--- config.mk ---
export PLATFORM = sky130hd
export DESIGN_NAME = rgb_pixel_streamer
export DESIGN_NICKNAME = d
export VERILOG_FILES = /design/src/rtl/pixel_stream_pkg.sv /design/src/rtl/stream_skid_fifo.sv /design/src/rtl/rgb_pixel_streamer.sv
export SDC_FILE = /design/constraint.sdc
export NUM_CORES = 1
export LEC_CHECK = 0
export ABC_AREA = 1
export CORE_ASPECT_RATIO = 1.5
export CORE_UTILIZATION = 45
export DETAILED_ROUTE_END_ITERATION = 8
export PLACE_DENSITY_LB_ADDON = 0.05
export SYNTH_ARGS = -nofsm -noshare
export SYNTH_HDL_FRONTEND = slang
export SYNTH_SLANG_ARGS = --single-unit
--- constraint.sdc ---
create_clock -name clk -period 3.1 [get_ports clk]
set_input_delay 0.465 -clock clk [delete_from_list [all_inputs] [get_ports clk]]
set_output_delay 0.465 -clock clk [all_outputs]
set_load 0.005 [all_outputs]
--- src/rtl/pixel_stream_pkg.sv ---
`default_nettype none
// ============================================================================
//  Module      : pixel_stream_pkg
//  Description : Shared types and constants for the RGB pixel streamer.
//                Holds the default channel width, the border (pad) width,
//                the padded-side helper and the streamer FSM state type.
//                Optional feature macro: PIXEL_STREAMER_PAD_EN selects
//                whether padded_side() adds a zero border on each side.
//  Revision    : 1.0 - initial release
// ============================================================================
package pixel_stream_pkg;

   localparam int DEFAULT_DATA_WIDTH = 8;
   localparam int PAD_W              = 1;

   typedef enum logic [1:0] {
      IDLE   = 2'd0,
      STREAM = 2'd1,
      DRAIN  = 2'd2
   } state_t;

   // Side length of the emitted (possibly bordered) square frame.
   function automatic int padded_side(input int img_w);
`ifdef PIXEL_STREAMER_PAD_EN
      return img_w + 2 * PAD_W;
`else
      return img_w;
`endif
   endfunction

endpackage
`default_nettype wire

--- src/rtl/stream_skid_fifo.sv ---
`default_nettype none
// ============================================================================
//  Module      : stream_skid_fifo
//  Description : Two-entry skid FIFO. Absorbs the pixels already issued to
//                the frame RAM when the consumer stalls. The caller never
//                pushes into a full FIFO and never pops an empty one.
//  Ports       : clk, rst        - clock, synchronous active-high reset
//                push_i/data_i   - write an entry
//                pop_i           - retire the head entry
//                count_o         - occupancy 0..2
//                head_o          - oldest entry (cleared value after reset)
//  Revision    : 1.0 - initial release
// ============================================================================
module stream_skid_fifo #(
   parameter int WIDTH = 24
) (
   input  logic             clk,
   input  logic             rst,
   input  logic             push_i,
   input  logic [WIDTH-1:0] data_i,
   input  logic             pop_i,
   output logic [1:0]       count_o,
   output logic [WIDTH-1:0] head_o
);

   logic [WIDTH-1:0] slot0_q;
   logic [WIDTH-1:0] slot1_q;
   logic             rd_ptr_q;
   logic             wr_ptr_q;
   logic [1:0]       count_q;

   always_ff @(posedge clk) begin
      if (rst) begin
         slot0_q  <= '0;
         slot1_q  <= '0;
         rd_ptr_q <= 1'b0;
         wr_ptr_q <= 1'b0;
         count_q  <= 2'd0;
      end else begin
         if (push_i) begin
            if (wr_ptr_q) slot1_q <= data_i;
            else          slot0_q <= data_i;
            wr_ptr_q <= ~wr_ptr_q;
         end
         if (pop_i) begin
            rd_ptr_q <= ~rd_ptr_q;
         end
         case ({push_i, pop_i})
            2'b10:   count_q <= count_q + 2'd1;
            2'b01:   count_q <= count_q - 2'd1;
            default: count_q <= count_q;
         endcase
      end
   end

   assign count_o = count_q;
   assign head_o  = rd_ptr_q ? slot1_q : slot0_q;

endmodule
`default_nettype wire

--- src/rtl/rgb_pixel_streamer.sv ---
`default_nettype none
// ============================================================================
//  Module      : rgb_pixel_streamer
//  Description : Reads an unpadded RGB frame from a single-port frame RAM
//                (1-cycle read latency) and emits it in raster order on a
//                pixel/valid/ready stream, optionally wrapped in a zero
//                border. Issue -> in-flight -> 2-entry skid FIFO pipeline;
//                credit check keeps at most two pixels buffered/outstanding.
//  Macro       : PIXEL_STREAMER_PAD_EN - insert a one-pixel zero border.
//  Ports       : clk, rst            - clock, synchronous active-high reset
//                start               - frame start, honoured in IDLE only
//                ready               - downstream accept
//                mem_rd_en/mem_addr  - frame RAM read strobe / raster index
//                mem_rdata_r/g/b     - RAM data, valid cycle after mem_rd_en
//                pixel_out_r/g/b     - stream pixel (FIFO head)
//                pixel_valid_r/g/b   - identical valid copies
//                busy                - high in STREAM/DRAIN
//                done                - one-cycle pulse after the last pixel
//  Revision    : 1.0 - initial release
// ============================================================================
module rgb_pixel_streamer
   import pixel_stream_pkg::*;
#(
   parameter int DATA_WIDTH = pixel_stream_pkg::DEFAULT_DATA_WIDTH,
   parameter int IMG_W      = 222,
   parameter int ADDR_WIDTH = 16
) (
   input  logic                  clk,
   input  logic                  rst,
   input  logic                  start,
   input  logic                  ready,
   output logic                  mem_rd_en,
   output logic [ADDR_WIDTH-1:0] mem_addr,
   input  logic [DATA_WIDTH-1:0] mem_rdata_r,
   input  logic [DATA_WIDTH-1:0] mem_rdata_g,
   input  logic [DATA_WIDTH-1:0] mem_rdata_b,
   output logic [DATA_WIDTH-1:0] pixel_out_r,
   output logic [DATA_WIDTH-1:0] pixel_out_g,
   output logic [DATA_WIDTH-1:0] pixel_out_b,
   output logic                  pixel_valid_r,
   output logic                  pixel_valid_g,
   output logic                  pixel_valid_b,
   output logic                  busy,
   output logic                  done
);

   localparam int P_SIDE = padded_side(IMG_W);
   localparam int CW     = $clog2(P_SIDE + 1);
   localparam int FW     = 3 * DATA_WIDTH;

   state_t                state_q;
   logic [CW-1:0]         row_q, row_d;
   logic [CW-1:0]         col_q, col_d;
   logic [ADDR_WIDTH-1:0] addr_q, addr_d;
   logic                  infl_valid_q;
   logic                  infl_pad_q;
   logic                  done_q;

   logic [1:0]            fifo_count;
   logic [FW-1:0]         fifo_head;
   logic [FW-1:0]         fifo_wdata;
   logic                  pop;
   logic                  issue;
   logic                  interior;
   logic                  last_coord;
   logic                  drain_empty;
   logic [2:0]            occupancy;

   assign pop = (fifo_count != 2'd0) && ready;

   // Slots already committed after this cycle's pop; a new issue needs one free.
   assign occupancy = {1'b0, fifo_count} + {2'b00, infl_valid_q} - {2'b00, pop};
   assign issue     = (state_q == STREAM) && (occupancy < 3'd2);

`ifdef PIXEL_STREAMER_PAD_EN
   assign interior = (row_q >= CW'(PAD_W)) && (row_q <= CW'(IMG_W)) &&
                     (col_q >= CW'(PAD_W)) && (col_q <= CW'(IMG_W));
`else
   assign interior = 1'b1;
`endif

   assign last_coord  = (row_q == CW'(P_SIDE - 1)) && (col_q == CW'(P_SIDE - 1));
   // FIFO will be empty after this cycle and nothing is left to land.
   assign drain_empty = !infl_valid_q &&
                        ((fifo_count == 2'd0) || ((fifo_count == 2'd1) && pop));

   // Raster counters; the linear address only advances on real reads.
   always_comb begin
      row_d  = row_q;
      col_d  = col_q;
      addr_d = addr_q;
      if ((state_q == IDLE) && start) begin
         row_d  = '0;
         col_d  = '0;
         addr_d = '0;
      end else if (issue) begin
         if (col_q == CW'(P_SIDE - 1)) begin
            col_d = '0;
            row_d = row_q + CW'(1);
         end else begin
            col_d = col_q + CW'(1);
         end
         if (interior) begin
            addr_d = addr_q + ADDR_WIDTH'(1);
         end
      end
   end

   always_ff @(posedge clk) begin
      if (rst) begin
         state_q      <= IDLE;
         row_q        <= '0;
         col_q        <= '0;
         addr_q       <= '0;
         infl_valid_q <= 1'b0;
         infl_pad_q   <= 1'b0;
         done_q       <= 1'b0;
      end else begin
         row_q        <= row_d;
         col_q        <= col_d;
         addr_q       <= addr_d;
         infl_valid_q <= issue;
         infl_pad_q   <= issue && !interior;
         done_q       <= 1'b0;
         case (state_q)
            IDLE:    if (start) state_q <= STREAM;
            STREAM:  if (issue && last_coord) state_q <= DRAIN;
            DRAIN: begin
               if (drain_empty) begin
                  state_q <= IDLE;
                  done_q  <= 1'b1;
               end
            end
            default: state_q <= IDLE;
         endcase
      end
   end

   // RAM data is only looked at in the cycle its read lands.
   assign fifo_wdata = infl_pad_q ? '0 : {mem_rdata_r, mem_rdata_g, mem_rdata_b};

   stream_skid_fifo #(
      .WIDTH (FW)
   ) u_fifo (
      .clk     (clk),
      .rst     (rst),
      .push_i  (infl_valid_q),
      .data_i  (fifo_wdata),
      .pop_i   (pop),
      .count_o (fifo_count),
      .head_o  (fifo_head)
   );

   assign mem_rd_en     = issue && interior;
   assign mem_addr      = addr_q;
   assign pixel_out_r   = fifo_head[3*DATA_WIDTH-1:2*DATA_WIDTH];
   assign pixel_out_g   = fifo_head[2*DATA_WIDTH-1:DATA_WIDTH];
   assign pixel_out_b   = fifo_head[DATA_WIDTH-1:0];
   assign pixel_valid_r = (fifo_count != 2'd0);
   assign pixel_valid_g = (fifo_count != 2'd0);
   assign pixel_valid_b = (fifo_count != 2'd0);
   assign busy          = (state_q != IDLE);
   assign done          = done_q;

endmodule
`default_nettype wire
# After elaboration in Yosys (flattened, before gate mapping)
# Cells that the tools add are included.
# totals
reg_bits	88
inputBits	28
output_inout_bits	46
word_cells	60
# classes
addsub	7
magnitude_cmp	1
n_eq_ne	10
muxes	8
bitwise	3
reduce_logical	20
# ops
cell	n
$mux W24	1
$add A16 B1 Y16 const B	1
$add A8 B1 Y8 const B	2
$eq A8 B8 Y1 const B	2
$mux W8	1
$logic_and A1 B1 Y1	7
$eq A2 B1 Y1 const B	3
$mux W2	3
$pmux W2 S3	1
$reduce_and A2 Y1	3
$reduce_bool A2 Y1	3
$eq A2 B2 Y1 const B	2
$logic_not A2 Y1	2
$ne A2 B2 Y1 const B	2
$pmux W2 S2	1
$reduce_or A2 Y1	2
$add A2 B1 Y3	1
$lt A3 B2 Y1 const B	1
$not A1 Y1	3
$reduce_and A3 Y1	1
$sub A3 B1 Y3	1
$add A2 B1 Y2 const B	1
$ne A2 B1 Y1 const B	1
$sub A2 B1 Y2 const B	1
3 further kinds	3

# Depth between registers and ports, before layout
# Gate-level depths: netlist of run 1.
# logic_depth
ltp_word	8
depth_mapped	17
ltp_nobuf	16

# Modules after synthesis
# Synthesis of run 1 repeated with hierarchy kept, for this count alone.
# unflattened
hier_cells	562
hier_area_um2	4081.4
# by_module_without_submodules
module	n_inst	cells_each	area_each_um2
stream_skid_fifo	1	288	2127.0
rgb_pixel_streamer	1	274	1954.4

# Least setup slack after synthesis of run 1
# Ideal clock, no wire load.
# synth_timing
path_kind	flip-flop to output port
from	register u_fifo.count_q[1] (netlist: u_fifo.count_o[1])
to	output port mem_rd_en
t_arrival_ps	2294
slack_ps	341
path_stages_with_launch	15
path_buffers	2
cell_sequence	dfxtp_1 -> inv_1 -> ha_1 -> inv_1 -> nand2_1 -> xor2_1 -> and2_1 -> inv_1 -> fa_1 -> inv_1 -> nor2_2 -> nand2_2 -> inv_2 -> buf_6 -> buf_6
# synth_via
elab_chain_cells	5
# synth_rtl
element	line	text
from (decl)	stream_skid_fifo.sv:30	logic [1:0] count_q;
from (signal assigned)	stream_skid_fifo.sv:49	2'b10: count_q <= count_q + 2'd1;
from (signal assigned)	stream_skid_fifo.sv:50	2'b01: count_q <= count_q - 2'd1;
from (signal assigned)	stream_skid_fifo.sv:51	default: count_q <= count_q;
$reduce_bool A2 Y1	--	
via pixel_valid_b	rgb_pixel_streamer.sv:42	output logic pixel_valid_b,
$logic_and A1 B1 Y1	rgb_pixel_streamer.sv:69	assign pop = (fifo_count != 2'd0) && ready;
$sub A3 B1 Y3	rgb_pixel_streamer.sv:72	assign occupancy = {1'b0, fifo_count} + {2'b00, infl_valid_q} - {2'b00, pop};
$lt A3 B2 Y1	rgb_pixel_streamer.sv:73	assign issue = (state_q == STREAM) && (occupancy < 3'd2);
$logic_and A1 B1 Y1	rgb_pixel_streamer.sv:73	
to (decl)	rgb_pixel_streamer.sv:32	output logic mem_rd_en,
# The timed path passes the listed nets, and every way through them passes these cells.

# Final worst setup path of run 1
# layout_timing
from	register u_fifo.count_q[1] (netlist: u_fifo.count_o[1])
to	output port mem_rd_en
# layout_via
elab_chain_cells	5
# layout_rtl
element	line
parallel branches: the longest is 2 deep, another holds $add A2 B1 Y3	--
$sub A3 B1 Y3 (*)	rgb_pixel_streamer.sv:72
$lt A3 B2 Y1 (*)	rgb_pixel_streamer.sv:73
$logic_and A1 B1 Y1 (*)	rgb_pixel_streamer.sv:73
# Every way passes the cells marked *.

==> impl_metrics.ini, run 1 <==
[power]
power_density_mw_per_mm2 = 588
vdd.ir_drop.worst_mv = 0.308
p_leak_nw = 2.01

[route]
route.detailed.drc = 0
detail_route.iter0.violations = 248
routed-via-count = 4010
final_antenna_net_count = 0
drt-pass1-iter-count = 4
via_per_inst = 5.01
wirelength_um = 10100
drt-wirelength-per-cell_um = 12.6

[global_route]
use_met2_pct = 39.1
via_count_of_the_first_global_routing_pass = 3689
globalRouteTotalUtil_pct = 21.9
grt_first_pass_wirelength_um = 16700
met3_usage_pct = 4.45
grt.busiest_layer = met2
overflow = 0
grt_start_max_net_pins = 57
number_of_antenna_violations_at_the_first_check_in_global_routing = 0
grt_util_met1_pct = 24.3

[die]
die-width_um = 80.8
io_pins = 74
initial_util_pct = 46.9
die_area_mm2 = 0.00972
core_area_mm2 = 0.00893
fp.dieH_um = 120
num_rows = 42

[clock_tree]
clock_tree.htree_level_count = 3
ctsHoldBuffers = 0
clk_pin_slew_worst_paths_ns = 0.06
clockRootBuffer = clkbuf_16
cts_made_buffers = 9
clk_latency_ns = 0.34
max-clock-path-buffers = 2
cts_tree = built
clock-sinks = 88

[min_path]
class_of_the_most_critical_hold_timing_path = flop to flop
timing.hold.worst_endpoint = done
holdCritStartpoint = state_q[0]
min_delay_path_depth = 1

[timing]
finalSetupViolations = 0
final-max-slew-violation-count = 0
relSlewSlack_pct = 44.5
post-route-period-util_pct = 94.2
timing_worst_slew_pin_value_ns = 0.832
worst_clock_skew_ns = 0.00744
max_freq_mhz = 342
final_hold_viol_count = 0
final_worst_path_period_need_ns = 2.92
setup_tns_ns = 0

[critical_path]
cpMaxStageDelayCell = fa_1
crit_fanout = 3
critical_path.top_delay_family = adder cells
critical_path.startpoint_type = flop
critPathRequiredTime_ns = 2.63
cp_num_buf_inv = 6
rrSetupSlack_ns = 0.30
setup.worst_path.end_class = primary output
max_stage_delay_ns = 0.47
ff2ff_path_depth = 17
critical_path.reg2reg.startpoint = u_fifo.count_o[1]
crit_chain = inv_1 > ha_2 > inv_2 > nand2_1 > xor2_1 > and2_1 > inv_1 > fa_1 > inv_1 > nor2_4 > nand2_2 > inv_4 > dlygate4sd2_1
r2r-end = col_q[4]
critical-path-top-cell-by-count = inv_1
crit_type = flop to primary output
timing.critical_path.arrival_ns = 2.46

[yosys]
synth_area_per_cell_um2 = 6.83
synth-seq-cells = 88
mappedNetlistNets = 650
synth_top_area_cell = dfxtp_1
synth.cell_area_mm2 = 0.00419
synth.yosys.seq_area_share_pct = 42.0
synth_top_area_share_pct = 42.0
synth.lib_cells_used.distinct = 32
largest_cells_by_area_after_synthesis = dfxtp_1, nand2_1, a21oi_1, inv_1, nor2_1
synthCells = 614
yosysWarnings = 0

[finish]
area_delta_synth_final_pct = 27.4
finalNonFillerCells = 800
final_nets = 722
antenna_cells = 0
post_route_cells_drive_above_1_share_pct = 8.12

[outcome]
run_status = completed

[placement]
port_buffers = 73
hpwl_um = 6560
placed_cells_incl_taps = 779
globalplace.congestion = 0.825

[job]
max-cap-violations = 0
final cells by class:
class	instances	area (um^2)
fill	858	3590
multi-input combinational	454	2130
sequential	88	1760
timing repair buffer	87	830
clock buffer	13	270
inverter	46	175
tap	110	138
clock inverter	2	37.5
cells in the final DEF (no fill, tap or decap), types with 2 or more instances in the layout:
cell,Yosys,layout
ha_1,7,6
clkbuf_16,0,9
nand3_2,2,2
buf_4,2,14
clkdlybuf4s50_1,0,71
nor2_2,5,4
o21ai_0,6,6
nand2_1,264,264
xor2_1,9,9
nand3_1,14,14
nor2_4,4,5
xnor2_1,4,3
nand4_1,11,11
dfxtp_1,88,87
inv_2,5,6
inv_1,41,39
nand2_2,3,3
nor3_1,9,9
nor2_1,34,34
clkbuf_8,0,3
a21oi_1,71,71
flip-flops by register name (all words and copies together), names as in the netlist:
| register | flops |
|---|---|
| u_fifo.slot0_q | 24 |
| u_fifo.slot1_q | 24 |
| mem_addr | 16 |
| col_q | 8 |
| row_q | 8 |
| state_q | 2 |
| u_fifo.count_o | 2 |
| done | 1 |
| infl_valid_q | 1 |
| u_fifo.rd_ptr_q | 1 |
| u_fifo.wr_ptr_q | 1 |
per-stage QoR:
stage	utilization (%)	instance area [um^2]	hold slack (ns)	worst slack (ns)	power, mW
global route	59.8	5340	0.476	-0.00171	3.30
floorplan	-	4190	0.420	0.341	1.73
finish	59.8	5340	0.458	0.179	3.14
global placement	55.7	4970	0.434	-0.140	1.98
detailed placement	55.7	4970	0.447	-0.127	1.99
CTS	59.5	5310	0.453	0.0692	3.14
Yosys cell counts (all sizes together):
| library cell | number |
|---|---|
| nor3 | 9 |
| nand2 | 267 |
| inv | 46 |
| and3 | 1 |
| clkbuf | 13 |
| fa | 1 |
| xnor2 | 4 |
| and2 | 1 |
| nand3 | 16 |
| dfxtp | 88 |
| xor2 | 9 |
| o21bai | 1 |
| nor4 | 1 |
| a211oi | 1 |
| a31o | 1 |
| o21ai | 6 |
| nor3b | 1 |
| nor2 | 44 |
| nand3b | 1 |
| ha | 7 |
| buf | 13 |
| nand4 | 12 |
| a21oi | 71 |
metal layers:
layer  up-vias  share of wire (%)
li1       2070                  -
met1      1839                 42
met2        84                 52
met3        17                4.1
met4         0                2.2
met5         -                  0
report_power, final:
group | internal [mW] | total (mW) | switching (mW)
Combinational | 0.341 | 0.787 | 0.446
Clock | 0.686 | 1.11 | 0.423
Sequential | 1.20 | 1.24 | 0.0455
Total | 2.23 | 3.14 | 0.915
worst reg2reg max path, stage by stage, from the launching register on:
cell and delay, ns:
dfxtp_1 0.33, inv_1 0.06, ha_2 0.17, inv_2 0.06, nand2_1 0.07, xor2_1 0.16
and2_1 0.17, inv_1 0.05, fa_1 0.47, inv_1 0.06, nor2_4 0.12, nand2_2 0.09
inv_4 0.08, buf_4 0.13, buf_4 0.24, nand2_2 0.17, nand2_2 0.18, nor3_1 0.08
worst max path at each step:
stage | start | endpoint | depth (start not counted)
after CTS | u_fifo.count_o[0] | mem_rd_en | 13
after floorplan | u_fifo.count_o[1] | mem_rd_en | 14
after global routing | u_fifo.count_o[1] | mem_rd_en | 13
final | u_fifo.count_o[1] | mem_rd_en | 13
after global placement | ready | mem_rd_en | 11
after detailed placement | ready | mem_rd_en | 11
cell families (layout without fill, tap and decap cells):
group	after synthesis	in the layout	synth area share, %
and+or+nand+nor	353	353	35.4
xor gates and xnor gates	13	13	2.72
AOI/OAI and AO/OA	80	80	9.76
buffers and inverters	72	148	7.55
adders and majority gates	8	8	2.57
DFF	88	88	42.0
repair_timing:
action,4_1_cts,5_1_grt
gates resized for setup,4,4
pin swaps,2,2
setup buffers,4,2
setup endpoints to repair,1,11
Note: power is estimated with default switching activity, not from simulation.
==> run 2: changes to the inputs <==
--- a/constraint.sdc
+++ b/constraint.sdc
@@ -3,2 +3,2 @@
 set_output_delay 0.465 -clock clk [all_outputs]
-set_load 0.005 [all_outputs]
+set_load 0.05 [all_outputs]
==> run 2 against run 1 <==
Against the previous run:
- count of clock-buffer cells in the layout decreased by 2
- non-clock buffer count shrank 2
- register-to-register slack improved by 0.03 ns
- power rose by 7.0%
- hold slack improved by 0.0020 ns
- cell area barely moved
- first-iteration DRC count down 25%
- critical endpoint unchanged
- largest power group unchanged
==> impl_metrics.ini, run 2 (synthesis gave the netlist of run 1 again) <==
[die]
die-width_um = 80.8
die_area_mm2 = 0.00972
core_area_mm2 = 0.00893
num_rows = 42
initial_util_pct = 46.9
fp.dieH_um = 120
io_pins = 74

[finish]
fin_util_pct = 59.8
final_nets = 720
area_delta_synth_final_pct = 27.4
layout.filler_cells = 857
antenna_cells = 0
most_common_cell_after_layout_fill_and_taps_aside = nand2_1
most-common-layout-cells = nand2_1, dfxtp_1, a21oi_1, clkdlybuf4s50_1, inv_1
post_route_cells_drive_above_1_share_pct = 8.42

[route]
via_per_inst = 5.04
detail_route.iter0.violations = 186
drt-wirelength-per-cell_um = 12.9
final_antenna_net_count = 0
route.detailed.drc = 0
drt-pass1-iter-count = 4
wirelength_um = 10300
routed-via-count = 4028

[critical_path]
critPathRequiredTime_ns = 2.63
crit_fanout = 4
critical_path.startpoint_type = flop
crit_type = flop to primary output
setup.worst_path.end_class = primary output
timing.critical_path.arrival_ns = 2.50

[global_route]
globalRouteTotalUtil_pct = 22.2
number_of_antenna_violations_at_the_first_check_in_global_routing = 0
grt.busiest_layer = met2
grt_util_met1_pct = 25.6
use_met2_pct = 39.0
grt_first_pass_wirelength_um = 17100
via_count_of_the_first_global_routing_pass = 3778
met3_usage_pct = 4.08
overflow = 0
grt_start_max_net_pins = 57

[clock_tree]
cts_tree = built
clockRootBuffer = clkbuf_16
ctsHoldBuffers = 0
clk_pin_slew_worst_paths_ns = 0.06
cts_made_buffers = 9
max-clock-path-buffers = 2
clock-sinks = 88
clock_tree.htree_level_count = 3
clk_latency_ns = 0.34

[power]
vdd.ir_drop.worst_mv = 0.356
overall_power_consumption_mw = 3.36
p_leak_nw = 1.99
power_density_mw_per_mm2 = 629

[timing]
worst_clock_skew_ns = 0.00772
final-max-slew-violation-count = 0
finalSetupViolations = 0
timing_worst_slew_pin_value_ns = 0.800
final_worst_path_period_need_ns = 2.97
setup_tns_ns = 0
max_freq_mhz = 337
final_hold_viol_count = 0
relSlewSlack_pct = 46.6
post-route-period-util_pct = 95.7

[placement]
globalplace.congestion = 0.889
hpwl_um = 6860
port_buffers = 73

[min_path]
class_of_the_most_critical_hold_timing_path = flop to flop

[outcome]
run_status = completed

[job]
max-cap-violations = 0
## run 2: path summary, 6_finish.rpt
check,endpoint,slack (ns),startpoint,cells after the start
worst max-delay path,mem_rd_en,0.13,u_fifo.count_o[1],13
worst min-delay path,u_fifo.slot0_q[7],0.46,u_fifo.slot0_q[7],2
worst max register to register,row_q[0],0.33,u_fifo.count_o[1],17
worst min register to register,u_fifo.slot0_q[7],0.46,u_fifo.slot0_q[7],2
## run 2: layout make-up
cell class / instances / area (um^2) / area share, %
repair buffers: 85 / 826 / 15.5
inverters: 46 / 179 / 3.35
clock inverters: 5 / 56.3 / 1.05
well taps: 110 / 138 / 2.58
multi-input cells: 454 / 2130 / 40.0
flip-flops and latches: 88 / 1770 / 33.1
clock buffers: 11 / 243 / 4.54
## run 2: critical path, cell delays in order (launching register included)
cell,delay [ns]
dfxtp_4,0.36
inv_1,0.07
ha_2,0.19
clkinvlp_4,0.11
nand2_4,0.08
xor2_2,0.14
and2_4,0.16
inv_1,0.04
fa_1,0.48
inv_1,0.05
nor2_2,0.13
nand2_2,0.10
inv_4,0.10
buf_12,0.13
## run 2: repair_timing
action                     CTS  global route
setup endpoints to repair    1             2
buffers inserted             2             1
pin swaps                    0             1
gates resized for setup      2             7
## run 2: layer usage
layer  up-vias  wire length, um
met4         0              246
met2        94             5310
met3        16              436
li1       2068                -
met1      1850             4340
met5         -                0
## run 2: where the power goes
part,leakage (nW),switching [mW],internal (mW)
Combinational,1.14,0.653,0.349
Clock,0.145,0.440,0.645
Sequential,0.711,0.0745,1.20
## run 2: metrics by stage
step | area, um^2 | hold WS [ns] | worst slack (ns) | std cells
after global placement | 4990 | 0.435 | 0.105 | 780
after floorplan | 4200 | 0.420 | 0.0343 | 614
after CTS | 5310 | 0.463 | 0.0356 | 798
final | 5340 | 0.460 | 0.135 | 799
after global routing | 5340 | 0.479 | -0.00585 | 799
after detailed placement | 4990 | 0.450 | 0.0942 | 780
